`src/rtl/sc_ulpi_utx.sv`:
```
// ULPI link-side transmit engine: packet transmit (TX CMD + data + STP) and
// immediate register write/read, with PHY-driven DIR turnaround handling.
module sc_ulpi_utx (
    input  logic       ULPICLK,
    input  logic       ULPIRSTB,
    input  logic       ULPI_DIR,
    input  logic       ULPI_NXT,
    input  logic [7:0] ULPI_DATA_IN,
    output logic [7:0] ULPI_DATA_OUT,
    output logic       ULPI_DATA_OE,
    output logic       ULPI_STP,
    input  logic       TX_VALID,
    input  logic [7:0] TX_DATA,
    input  logic       TX_LAST,
    output logic       TX_READY,
    output logic       TX_DONE,
    output logic       TX_ABORT,
    input  logic       REG_REQ,
    input  logic       REG_WE,
    input  logic [5:0] REG_ADDR,
    input  logic [7:0] REG_WDATA,
    output logic       REG_ACK,
    output logic       REG_ERR,
    output logic [7:0] REG_RDATA
);

    localparam logic [3:0] S_IDLE   = 4'd0;
    localparam logic [3:0] S_TXCMD  = 4'd1;
    localparam logic [3:0] S_TXDATA = 4'd2;
    localparam logic [3:0] S_TXSTP  = 4'd3;
    localparam logic [3:0] S_RWCMD  = 4'd4;
    localparam logic [3:0] S_RWDATA = 4'd5;
    localparam logic [3:0] S_RWSTP  = 4'd6;
    localparam logic [3:0] S_RRCMD  = 4'd7;
    localparam logic [3:0] S_RRTURN = 4'd8;
    localparam logic [3:0] S_RRDATA = 4'd9;
    localparam logic [3:0] S_RRWAIT = 4'd10;

    logic [3:0] r_state;
    logic       r_dir_1p;
    logic [7:0] r_data_out;
    logic       r_stp;
    logic       r_last;
    logic       r_tx_done;
    logic       r_tx_abort;
    logic       r_reg_ack;
    logic       r_reg_err;
    logic [7:0] r_reg_rdata;

    logic       w_bus_free;
    logic       w_tx_ready;

    // Bus is ours only when DIR is low now and was low last cycle (turnaround).
    assign w_bus_free = !ULPI_DIR && !r_dir_1p;

    always_comb begin
        w_tx_ready = 1'b0;
        case (r_state)
            S_IDLE:            w_tx_ready = w_bus_free && !REG_REQ;
            S_TXCMD, S_TXDATA: w_tx_ready = ULPI_NXT && !r_last;
            default:           w_tx_ready = 1'b0;
        endcase
    end

    assign ULPI_DATA_OE  = w_bus_free;
    assign ULPI_DATA_OUT = r_data_out;
    assign ULPI_STP      = r_stp;
    assign TX_READY      = w_tx_ready;
    assign TX_DONE       = r_tx_done;
    assign TX_ABORT      = r_tx_abort;
    assign REG_ACK       = r_reg_ack;
    assign REG_ERR       = r_reg_err;
    assign REG_RDATA     = r_reg_rdata;

    always_ff @(posedge ULPICLK or negedge ULPIRSTB) begin
        if (!ULPIRSTB) begin
            r_state     <= S_IDLE;
            r_dir_1p    <= 1'b1;
            r_data_out  <= '0;
            r_stp       <= 1'b0;
            r_last      <= 1'b0;
            r_tx_done   <= 1'b0;
            r_tx_abort  <= 1'b0;
            r_reg_ack   <= 1'b0;
            r_reg_err   <= 1'b0;
            r_reg_rdata <= '0;
        end else begin
            r_dir_1p   <= ULPI_DIR;
            r_stp      <= 1'b0;
            r_tx_done  <= 1'b0;
            r_tx_abort <= 1'b0;
            r_reg_ack  <= 1'b0;
            r_reg_err  <= 1'b0;
            case (r_state)
                S_IDLE: begin
                    r_data_out <= '0;
                    if (w_bus_free) begin
                        if (REG_REQ) begin
                            r_state    <= REG_WE ? S_RWCMD : S_RRCMD;
                            r_data_out <= {REG_WE ? 2'b10 : 2'b11, REG_ADDR};
                        end else if (TX_VALID) begin
                            r_state    <= S_TXCMD;
                            r_data_out <= {4'b0100, TX_DATA[3:0]};
                            r_last     <= TX_LAST;
                        end
                    end
                end
                S_TXCMD, S_TXDATA: begin
                    // r_data_out doubles as the hold register for the byte on the bus.
                    if (ULPI_DIR) begin
                        r_tx_abort <= 1'b1;
                        r_data_out <= '0;
                        r_state    <= S_IDLE;
                    end else if (ULPI_NXT) begin
                        if (r_last) begin
                            r_state    <= S_TXSTP;
                            r_stp      <= 1'b1;
                            r_data_out <= '0;
                            r_tx_done  <= 1'b1;
                        end else if (TX_VALID) begin
                            r_state    <= S_TXDATA;
                            r_data_out <= TX_DATA;
                            r_last     <= TX_LAST;
                        end else begin
                            r_state    <= S_TXSTP;
                            r_stp      <= 1'b1;
                            r_data_out <= '1;
                            r_tx_abort <= 1'b1;
                        end
                    end
                end
                S_TXSTP, S_RWSTP: begin
                    r_data_out <= '0;
                    r_state    <= S_IDLE;
                end
                S_RWCMD, S_RWDATA, S_RRCMD: begin
                    if (ULPI_DIR) begin
                        r_reg_ack  <= 1'b1;
                        r_reg_err  <= 1'b1;
                        r_data_out <= '0;
                        r_state    <= S_RRWAIT;
                    end else if (ULPI_NXT) begin
                        if (r_state == S_RWCMD) begin
                            r_state    <= S_RWDATA;
                            r_data_out <= REG_WDATA;
                        end else if (r_state == S_RWDATA) begin
                            r_state    <= S_RWSTP;
                            r_stp      <= 1'b1;
                            r_data_out <= '0;
                            r_reg_ack  <= 1'b1;
                        end else begin
                            r_state    <= S_RRTURN;
                            r_data_out <= '0;
                        end
                    end
                end
                S_RRTURN: begin
                    if (!ULPI_DIR) begin
                        r_reg_ack <= 1'b1;
                        r_reg_err <= 1'b1;
                        r_state   <= S_IDLE;
                    end else begin
                        r_state <= S_RRDATA;
                    end
                end
                S_RRDATA: begin
                    r_reg_rdata <= ULPI_DATA_IN;
                    r_reg_ack   <= 1'b1;
                    r_state     <= S_RRWAIT;
                end
                S_RRWAIT: begin
                    if (!ULPI_DIR) r_state <= S_IDLE;
                end
                default: begin
                    r_data_out <= '0;
                    r_state    <= S_IDLE;
                end
            endcase
        end
    end

endmodule

```
`config.mk`:
```
export PLATFORM = sky130hd
export DESIGN_NAME = sc_ulpi_utx
export DESIGN_NICKNAME = d
export VERILOG_FILES = /design/src/rtl/sc_ulpi_utx.sv
export SDC_FILE = /design/constraint.sdc
export NUM_CORES = 1
export LEC_CHECK = 0
export ABC_AREA = 1
export BUFFER_PORTS_ARGS = -buffer_cell sky130_fd_sc_hd__buf_4
export CAP_MARGIN = 20
export CORE_MARGIN = 10
export CORE_UTILIZATION = 50
export DETAILED_ROUTE_END_ITERATION = 7
export PLACE_DENSITY = 0.9
export RECOVER_POWER = 100
export SETUP_SLACK_MARGIN = 0.2
export SYNTH_ARGS = -nofsm -noshare
export SYNTH_HDL_FRONTEND = slang
export SYNTH_SLANG_ARGS = --single-unit
```
`constraint.sdc`:
```
create_clock -name ULPICLK -period 1.6 [get_ports ULPICLK]
set_input_delay 0.08 -clock ULPICLK [delete_from_list [all_inputs] [get_ports ULPICLK]]
set_output_delay 0.08 -clock ULPICLK [all_outputs]
set_load 0.01 [all_outputs]
```
==> results.tsv, run 1 <==
metric	value	unit
Slowest-stage cell, CP	dfrtp_1	
synthesized area	0.00171	mm2
Core ar.	0.00331	mm2
Post-DP Area	0.00222	mm2
worst-path cell chain	nor2_4, nand2_2, nor2_4, nand3_2, o21ai_2, buf_4	
ratio of cells with drive above 1 in the final layout	25.0	%
depth of the CTS H-tree	1	
Die Ht	78.5	um
final instance area	0.00241	mm2
largest net degree at the start of global routing	28	
synth warn	0	
Synth cell types	26	
most common cell after layout, fill and taps aside	nand2_1	
pwr dens	1550	mW/mm2
Ports	61	
endpoints failing hold	0	
sequential share of power	29.5	%
clk root buf	clkbuf_4	
post-route setup slack	23.6	ps
# DRC	0	
unrepaired setup endpoints after global routing	true	
Post-Syn Area per Cell	6.64	um2
area grow syn2layout	40.7	%
Mapped Nets	296	
Worst EP arrival	1500	ps
CP endpoint kind	primary output	
largest area contributor in the netlist	dfrtp_1	
clock latency on the worst-skew pair	330	ps
Pint	1.90	mW
register bit total from synthesis	27	
sw power	1.83	mW
Max-cap violations	0	
Comb power frac	62.4	%
DRT iter0 DRCs	191	
pre-CTS setup slack	184	ps
clk_skew	5.47	ps
Area contributors post-synth	dfrtp_1 38%, nand2_1 25%, nand3_1 10%	
initial core utilization	51.7	%
Leak Pwr	1.29	nW
met3 wire length	410	um
Non-Filler Instances	386	
vias	2006	
Die Area	0.00617	mm2
average wire per cell in the routed design	14.3	um
final hold slack	37.9	ps
DP HPWL	3970	um
Rows	21	
final net count	379	
Seq/Total Area, Yosys	39.5	%
worst-margin pin slew	647	ps
Tot GR Track Use	17.4	%
CP peak stage delay	440	ps
cell repeated most along the worst path	nor2_4	
total power	3.73	mW
die width	78.5	um
status	completed	
fin crit share	98.5	%
share of total power in the clock network	8.1	%
first-pass GRT wire length	8990	um
initial antenna violation count	0	
Placed Instances	363	
CP Max Fanout	4	
multi-input logic area	981	um2
Final Setup Violations	0	
Critical Path RT	1520	ps
Layout fillers	293	
Post-Route M1 WL	2180	um
TritonCTS clock tree	built	
crit path buf inv count	1	
Routed Wire Length	5510	um
fin. max-slew vios	0	
Synth top area share	38.0	%
ant diodes	0	
DR WL met2	2730	um
fin crit period	1580	ps
most frequent cells in the layout	109 x nand2_1, 49 x buf_4, 34 x nand3_1, 24 x dfrtp_1, 24 x nor2_1	
sw frac	49.1	%
Max Used Layer	met4	
vias per inst	5.20	
CTS Buf Count	3	
Cells after Synth	258	
crit path kind	flip-flop to primary output	
Top Family by Delay on Critical Path	simple AND/OR/NAND/NOR gates	
worst vdd ir	683	uV
CTS sink count	27	
Antenna Nets Post-Route	0	
number of detailed-route iterations in the first pass	6	
FMAX	634	MHz
Hold Crit Class	primary input to flip-flop	
buffer depth of the longest clock path	2	
Worst slew margin	56.9	%
total gr overflow	0	
Clock transition at path regs	140	ps
I/O Buffers	60	
FF+latch area	679	um2
vias in the first global route	2006	
GP Congestion	0.917	
Worst setup SP type	flip-flop	
[cell families after synthesis]
group,count (synthesis),share of synthesized area [%]
flops,27,39.5
simple gates,189,47.9
compound gates,15,5.77
buf+inv,27,6.79
[power by group through the flow]
stage | combinational [mW] | clock (mW) | sequential (mW)
floorplan | 1.20 | 0 | 1.19
global placement | 1.98 | 0 | 1.10
detailed placement | 2.02 | 0 | 1.12
CTS | 2.27 | 0.313 | 1.10
global route | 2.59 | 0.351 | 1.13
finish | 2.33 | 0.303 | 1.10
[flip-flops by register name, summed over array words and instances, names as in the netlist]
register	count
ULPI_DATA_OUT	8
r_last	1
TX_DONE	1
REG_ACK	1
REG_ERR	1
r_dir_1p	1
r_state	4
REG_RDATA	8
TX_ABORT	1
ULPI_STP	1
[layout make-up]
class	count	area share, %
clock inverters	1	0.312
repair buffers	83	23.8
flip-flops and latches	27	28.2
well taps	46	2.39
inverters	22	3.69
clock buffers	3	0.935
multi-input cells	204	40.7
[synthesized netlist by cell type]
master    count
nor2_2        4
inv_1        19
nand3_1      35
o21ai_0       8
nand2_2       2
nand2_1     113
nand2_4       2
a21oi_1       3
dfrtp_1      26
buf_6         1
o22ai_1       1
o21ai_1       1
nor2_1       26
buf_2         3
or2_2         1
nor4_1        1
o21ai_4       1
clkinv_1      2
buf_4         1
inv_2         1
a21oi_4       1
nand4_1       1
dfstp_2       1
nor3_1        1
nand3_4       1
nor2_4        2
[final timing paths]
path                            slack, ps                to  cells after the start        startpoint
worst min-delay path                   40          TX_ABORT                      2          TX_VALID
worst min register to register        490  ULPI_DATA_OUT[2]                      2  ULPI_DATA_OUT[2]
max in group asynchronous             860        r_state[0]                      2          ULPIRSTB
min in group asynchronous             290      REG_RDATA[7]                      2          ULPIRSTB
worst max register to register         70  ULPI_DATA_OUT[1]                      9        r_state[2]
worst max-delay path                   20          TX_READY                      6        r_state[2]
[metal layers]
metal / global-route usage, % / vias to the layer above
li1: - / 976
met1: 19.7 / 897
met2: 30.9 / 106
met3: 3.87 / 27
met4: 6.63 / 0
met5: 0 / -
[timing repair]
action | CTS | global route
hold buffers | 11 | 0
gates resized for setup | 13 | 15
pin swaps | 3 | 8
endpoints found under the hold margin | 37 | 0
setup buffers | 7 | 1
endpoints found under the setup margin | 4 | 23
[per-stage QoR]
stage               setup TNS, ps  utilization, %
floorplan                       0               -
global placement                0            67.0
detailed placement              0            67.0
CTS                             0            73.7
global route                 -146            72.8
finish                          0            72.8
Note: power is estimated with default switching activity, not from simulation.
==> inputs of run 2 (changes only) <==
==> constraint.sdc (replaced) <==
create_clock -name ULPICLK -period 1.6 [get_ports ULPICLK]
set_input_delay 0.08 -clock ULPICLK [delete_from_list [all_inputs] [get_ports ULPICLK]]
set_output_delay 0.08 -clock ULPICLK [all_outputs]
set_load 0.005 [all_outputs]
==> results.tsv, run 2 (same netlist as run 1, synthesis figures left out) <==
metric	value	unit	change
initial antenna violation count	0		unchanged
ant diodes	0		unchanged
number of detailed-route iterations in the first pass	5		was 6
largest net degree at the start of global routing	28		unchanged
Die Ht	78.5	um	unchanged
met3 usage	4.44	%	was 3.87%
ratio of cells with drive above 1 in the final layout	33.3	%	was 25.0%
initial core utilization	51.7	%	unchanged
Critical Path RT	1520	ps	about the same
final net count	390		was 379
Comb power frac	65.8	%	was 62.4%
Worst setup SP type	flip-flop		unchanged
sequential share of power	26.4	%	was 29.5%
pwr dens	1610	mW/mm2	was 1550 mW/mm2
buffer depth of the longest clock path	2		unchanged
DRT iter0 DRCs	113		was 191
Die Area	0.00617	mm2	unchanged
die width	78.5	um	unchanged
TritonCTS clock tree	built		unchanged
CP Max Fanout	3		was 4
first-pass GRT wire length	9180	um	was 8990 um
most frequent cells in the layout	106 x nand2_1, 53 x buf_4, 33 x nand3_1, 24 x nor2_1, 23 x dfrtp_1		was 109 x nand2_1, 49 x buf_4, 34 x nand3_1, 24 x dfrtp_1, 24 x nor2_1
Leak Pwr	1.41	nW	was 1.29 nW
post-route setup slack	-106	ps	was 23.6 ps
unrepaired setup endpoints after global routing	true		unchanged
grt peak-use layer	met2		unchanged
total gr overflow	0		unchanged
Final TNS setup	-110	ps	was 0 ps
status	complete, but fails checks		was completed
Ports	61		unchanged
Slowest-stage cell, CP	dfrtp_1		unchanged
sw power	1.96	mW	was 1.83 mW
fin crit share	107	%	was 98.5%
Clock transition at path regs	170	ps	was 140 ps
Tot GR Track Use	17.7	%	was 17.4%
FMAX	586	MHz	was 634 MHz
area grow syn2layout	52.7	%	was 40.7%
clock latency on the worst-skew pair	350	ps	was 330 ps
final core utilization	79.0	%	was 72.8%
Max-cap violations	0		unchanged
CP peak stage delay	450	ps	was 440 ps
cell repeated most along the worst path	nor2_4		unchanged
worst-path cell chain	nor2_4, buf_6, nand2_2, nor2_4, nand3_2, o21ai_1, buf_4		was nor2_4, nand2_2, nor2_4, nand3_2, o21ai_2, buf_4
Routed Wire Length	6150	um	was 5510 um
worst vdd ir	713	uV	was 683 uV
Hold Crit Class	primary input to flip-flop		unchanged
# DRC	0		unchanged
vias in the first global route	2056		was 2,006
fin crit period	1710	ps	was 1580 ps
failing checks	negative setup slack		
Non-Filler Instances	397		was 386
clk root buf	clkbuf_4		unchanged
GP Congestion	0.926		was 0.917
CTS Buf Count	3		unchanged
DP HPWL	3980	um	was 3970 um
clk_skew	15.2	ps	was 5.47 ps
average wire per cell in the routed design	15.5	um	was 14.3 um
worst-margin pin slew	911	ps	was 647 ps
Antenna Nets Post-Route	0		unchanged
crit path kind	flip-flop to primary output		unchanged
met2 usage	30.7	%	was 30.9%
CTS sink count	27		unchanged
pre-CTS setup slack	131	ps	was 184 ps
vias per inst	5.37		was 5.20
Rows	21		unchanged
CP endpoint kind	primary output		unchanged
Worst EP arrival	1630	ps	was 1500 ps
most common cell after layout, fill and taps aside	nand2_1		unchanged
Worst slew margin	39.3	%	was 56.9%
share of total power in the clock network	7.8	%	was 8.1%
Placed Instances	363		unchanged
sw frac	46.4	%	was 49.1%
Final Setup Violations	2		was 0
depth of the CTS H-tree	1		unchanged
crit path buf inv count	2		was 1
vias	2130		was 2,006
I/O Buffers	60		unchanged
final hold slack	28.9	ps	was 37.9 ps
endpoints failing hold	0		unchanged
Top Family by Delay on Critical Path	flip-flops		was simple AND/OR/NAND/NOR gates
Layout fillers	237		was 293
met1 Use GR	20.1	%	was 19.7%
Pint	2.26	mW	was 1.90 mW
fin. max-slew vios	0		unchanged
Core ar.	0.00331	mm2	unchanged
-- run 2: cell types whose count changed in the layout (fill, tap and decap cells not counted), moves of 3 or more --
cell	delta
nand2_1	-3
buf_4	+4
clkbuf_4	+17
nor2_4	+3
clkbuf_1	-16
nand2_2	+3
nor2_2	-3
buf_6	+6
-- run 2: final timing paths --
kind / start / endpoint / slack [ps] / cells after the start
worst max-delay path: r_state[2] / TX_READY / -110 / 7
worst min-delay path: TX_VALID / TX_ABORT / 30 / 2
worst max register to register: r_state[2] / r_state[3] / 0 / 8
worst min register to register: ULPI_DATA_OUT[0] / ULPI_DATA_OUT[0] / 490 / 2
max in group asynchronous: ULPIRSTB / r_state[0] / 860 / 2
min in group asynchronous: ULPIRSTB / REG_RDATA[0] / 260 / 2
-- run 2: final cells by class --
class	count	area [um2]	area share, %
Inverter	22	92.6	3.54
Clock buffer	3	22.5	0.861
Multi-Input combinational cell	204	1020	38.9
Timing Repair Buffer	94	738	28.2
Tap cell	46	57.6	2.20
Clock inverter	1	7.51	0.287
Sequential cell	27	681	26.0
-- run 2: power groups by stage --
| stage | sequential (mW) | combinational [mW] | clock, mW |
|---|---|---|---|
| floorplan | 1.11 | 1.19 | 0 |
| global placement | 1.10 | 1.89 | 0 |
| detailed placement | 1.12 | 1.94 | 0 |
| CTS | 1.10 | 2.31 | 0.317 |
| global route | 1.14 | 3.02 | 0.349 |
| finish | 1.11 | 2.78 | 0.327 |
-- run 2: per-stage QoR --
| step | power (mW) | area (um2) |
|---|---|---|
| floorplan | 2.30 | 1710 |
| global placement | 3.00 | 2220 |
| detailed placement | 3.05 | 2220 |
| CTS | 3.73 | 2480 |
| global route | 4.50 | 2620 |
| finish | 4.22 | 2620 |
-- run 2: worst reg2reg max path, stage by stage, from the launching register on --
cell	delay, ps
dfrtp_1	450
buf_4	150
buf_6	110
nor2_1	220
nand2_1	170
buf_4	210
nand4_1	110
nand2_1	70
nand2_1	70
-- run 2: metal layers --
layer	part of all wire [%]	vias to the layer above	wire length, um
li1	-	1000	-
met4	4.1	0	255
met2	48	157	2980
met3	8.7	33	533
met1	39	940	2370
met5	0	-	0
-- run 2: repair_timing --
action / 4_1_cts / 5_1_grt
gates resized for setup: 25 / 23
endpoints found under the setup margin: 4 / 25
pin swaps: 27 / 23
hold buffers: 11 / 0
setup buffers: 8 / 11
hold endpoints to repair: 37 / 0
==> inputs of run 3 (changes only) <==
ABC_AREA = default   (was 1)
CORE_UTILIZATION = 39   (was 50)
PLACE_DENSITY = 0.75   (was 0.9)
==> results.tsv, run 3 <==
metric	value	unit	change
Die Area	0.00752	mm2	was 0.00617 mm2
TritonCTS clock tree	built		unchanged
worst reg2reg endpoint	ULPI_DATA_OUT[1]		was r_state[3]
Antenna Nets Post-Route	0		unchanged
synth warn	0		unchanged
Cells after Synth	182		was 258
clock latency on the worst-skew pair	270	ps	was 350 ps
FMAX	590	MHz	was 586 MHz
Synth cell types	51		was 26
Max-cap violations	0		unchanged
CTS Buf Count	3		unchanged
fin crit share	106	%	was 107%
crit path buf inv count	2		unchanged
# DRC	0		unchanged
most frequent cells in the layout	69 x buf_4, 22 x dfrtp_1, 19 x nand3_1, 12 x nor2_1, 12 x clkbuf_4		was 106 x nand2_1, 53 x buf_4, 33 x nand3_1, 24 x nor2_1, 23 x dfrtp_1
Layout fillers	341		was 237
initial core utilization	40.2	%	was 51.7%
area grow syn2layout	54.0	%	was 52.7%
vias in the first global route	1832		was 2,056
Top Family by Delay on Critical Path	flip-flops		unchanged
Final Setup Violations	11		was 2
Final TNS setup	-466	ps	was -110 ps
synthesized area	0.00174	mm2	was 0.00171 mm2
Synth async-reset ratio	100	%	unchanged
Leak Pwr	1.20	nW	was 1.41 nW
CTS sink count	27		unchanged
vias per inst	5.61		was 5.37
fin crit period	1690	ps	was 1710 ps
Tot GR Track Use	14.2	%	was 17.7%
Die Ht	86.7	um	was 78.5 um
final core utilization	61.8	%	was 79.0%
depth of the CTS H-tree	1		unchanged
grt peak-use layer	met2		unchanged
DRT iter0 DRCs	151		was 113
Routed Wire Length	5690	um	was 6150 um
post-route setup slack	-94.1	ps	was -106 ps
register bit total from synthesis	27		unchanged
fin. max-slew vios	0		unchanged
pwr dens	1490	mW/mm2	was 1610 mW/mm2
status	complete, but fails checks		unchanged
CP Max Fanout	6		was 3
largest area contributor in the netlist	dfrtp_1		unchanged
FF-to-FF path depth	6		was 8
Slowest-stage cell, CP	dfrtp_2		was dfrtp_1
Ports	61		unchanged
initial antenna violation count	0		unchanged
clk_skew	1.98	ps	was 15.2 ps
Worst setup SP type	flip-flop		unchanged
Critical Path RT	1820	ps	was 1520 ps
Clock transition at path regs	90	ps	was 170 ps
unrepaired setup endpoints after global routing	true		unchanged
average wire per cell in the routed design	17.5	um	was 15.5 um
I/O Buffers	60		unchanged
total gr overflow	0		unchanged
die width	86.7	um	was 78.5 um
Synth top cells by count	26 x dfrtp_1, 21 x nand3_1, 14 x nor2_1		was 113 x nand2_1, 35 x nand3_1, 26 x dfrtp_1, 26 x nor2_1, 19 x inv_1
met1 Use GR	17.1	%	was 20.1%
largest net degree at the start of global routing	28		unchanged
reg2reg start	r_state[3]		was r_state[2]
Worst EP arrival	1910	ps	was 1630 ps
CP endpoint kind	flip-flop		was primary output
WHS Path Cells	2		unchanged
Seq/Total Area, Yosys	39.0	%	was 39.5%
most common cell after layout, fill and taps aside	buf_4		was nand2_1
endpoints failing hold	0		unchanged
Hold Crit Class	primary input to flip-flop		unchanged
hold endpoint	REG_RDATA[1]		was TX_ABORT
buffer depth of the longest clock path	2		unchanged
most common cell in the netlist	dfrtp_1		was nand2_1
failing checks	negative setup slack		unchanged
clk root buf	clkbuf_8		was clkbuf_4
met3 usage	2.25	%	was 4.44%
first-pass GRT wire length	8760	um	was 9180 um
Area contributors post-synth	dfrtp_1 37%, nand3_1 6.1%, mux2_2 5.8%		was dfrtp_1 38%, nand2_1 25%, nand3_1 10%
worst vdd ir	566	uV	was 713 uV
number of synthesized flops with an enable pin	0		unchanged
CP peak stage delay	480	ps	was 450 ps
Main synth FF type	dfrtp_1		unchanged
Crit. path cell count	6		was 7
Mapped Nets	220		was 296
final net count	312		was 390
final instance area	0.00267	mm2	was 0.00262 mm2
worst-path cell chain	buf_6, nor4_4, buf_4, nand3_2, a311oi_2, a221o_1		was nor2_4, buf_6, nand2_2, nor2_4, nand3_2, o21ai_1, buf_4
R2R Setup Slk	-90	ps	was 0 ps
Post-Syn Area per Cell	9.54	um2	was 6.64 um2
ratio of cells with drive above 1 in the final layout	49.1	%	was 33.3%
Worst slew margin	57.5	%	was 39.3%
vias	1824		was 2,130
Core ar.	0.00432	mm2	was 0.00331 mm2
worst-margin pin slew	638	ps	was 911 ps
Rows	24		was 21
ant diodes	0		unchanged
Post-DP Area	0.00244	mm2	was 0.00222 mm2
met2 usage	23.6	%	was 30.7%
crit path kind	flip-flop to flip-flop		was flip-flop to primary output
GP Congestion	0.886		was 0.926
Synth top area share	37.5	%	was 38.0%
DP HPWL	4100	um	was 3980 um
Hold Crit Start	ULPI_DATA_IN[1]		was TX_VALID
number of detailed-route iterations in the first pass	4		was 5
## run 3: changes by cell type after synthesis, sizes merged, moves of 5 or more
cell,change
nand3,-15
nand2,-106
buf,+6
nand2b,+8
nor3,+5
mux2,+9
nor2,-17
inv,-17
nor2b,+8
o21ai,-8
o211ai,+5
## run 3: metal layers
metal / wire length, um / share of wire (%)
met5: 0 / 0
met4: 93 / 1.6
met3: 355 / 6.2
met2: 2890 / 51
met1: 2350 / 41
## run 3: layout make-up
type	count	area [um2]	share of cell area (%)
Multi-Input combinational cell	138	1100	41.2
Timing Repair Buffer	101	766	28.6
Sequential cell	27	682	25.5
Tap cell	52	65.1	2.43
Clock buffer	4	45.0	1.68
Inverter	3	13.8	0.515
## run 3: worst max-delay path by stage
stage                          start               end  slack [ps]
final                     r_state[3]  ULPI_DATA_OUT[1]         -90
after floorplan           r_state[1]  ULPI_DATA_OUT[7]          30
after global placement    r_state[1]  ULPI_DATA_OUT[1]        -150
after global routing      r_state[3]  ULPI_DATA_OUT[1]        -160
after detailed placement  r_state[1]  ULPI_DATA_OUT[1]        -200
after CTS                 r_state[1]          TX_READY         -50
## run 3: cells by family (layout without fill, tap and decap cells)
group	Yosys count	count (layout)	synth area share [%]
flops	27	27	39.0
mux	11	11	6.99
simple gates	81	81	26.8
buf+inv	17	108	5.69
xor+xnor	2	2	1.01
compound gates	44	44	20.5
## run 3: where the power goes
group          internal, mW  switching (mW)
registers             0.957           0.203
logic                  1.31            1.13
clock network         0.179           0.211
total                  2.44            1.55
## run 3: repair_timing
action / CTS / global route
buffers inserted: 9 / 1
hold buffers: 2 / 0
endpoints found under the setup margin: 24 / 24
pin swaps: 7 / 8
resized for setup: 19 / 16
hold endpoints to repair: 28 / 0
## run 3: stage by stage
| stage | power [mW] | instances | setup WS [ps] | hold slack (ps) |
|---|---|---|---|---|
| 5_1_grt | 4.24 | 325 | -156 | 22.3 |
| 3_3_place_gp | 3.31 | 309 | -150 | 5.63 |
| 2_1_floorplan | 2.36 | 182 | 34.9 | -216 |
| 6_report | 3.99 | 325 | -94.1 | 30.5 |
| 3_5_place_dp | 3.35 | 309 | -204 | 8.86 |
| 4_1_cts | 3.93 | 324 | -51.7 | 30.9 |
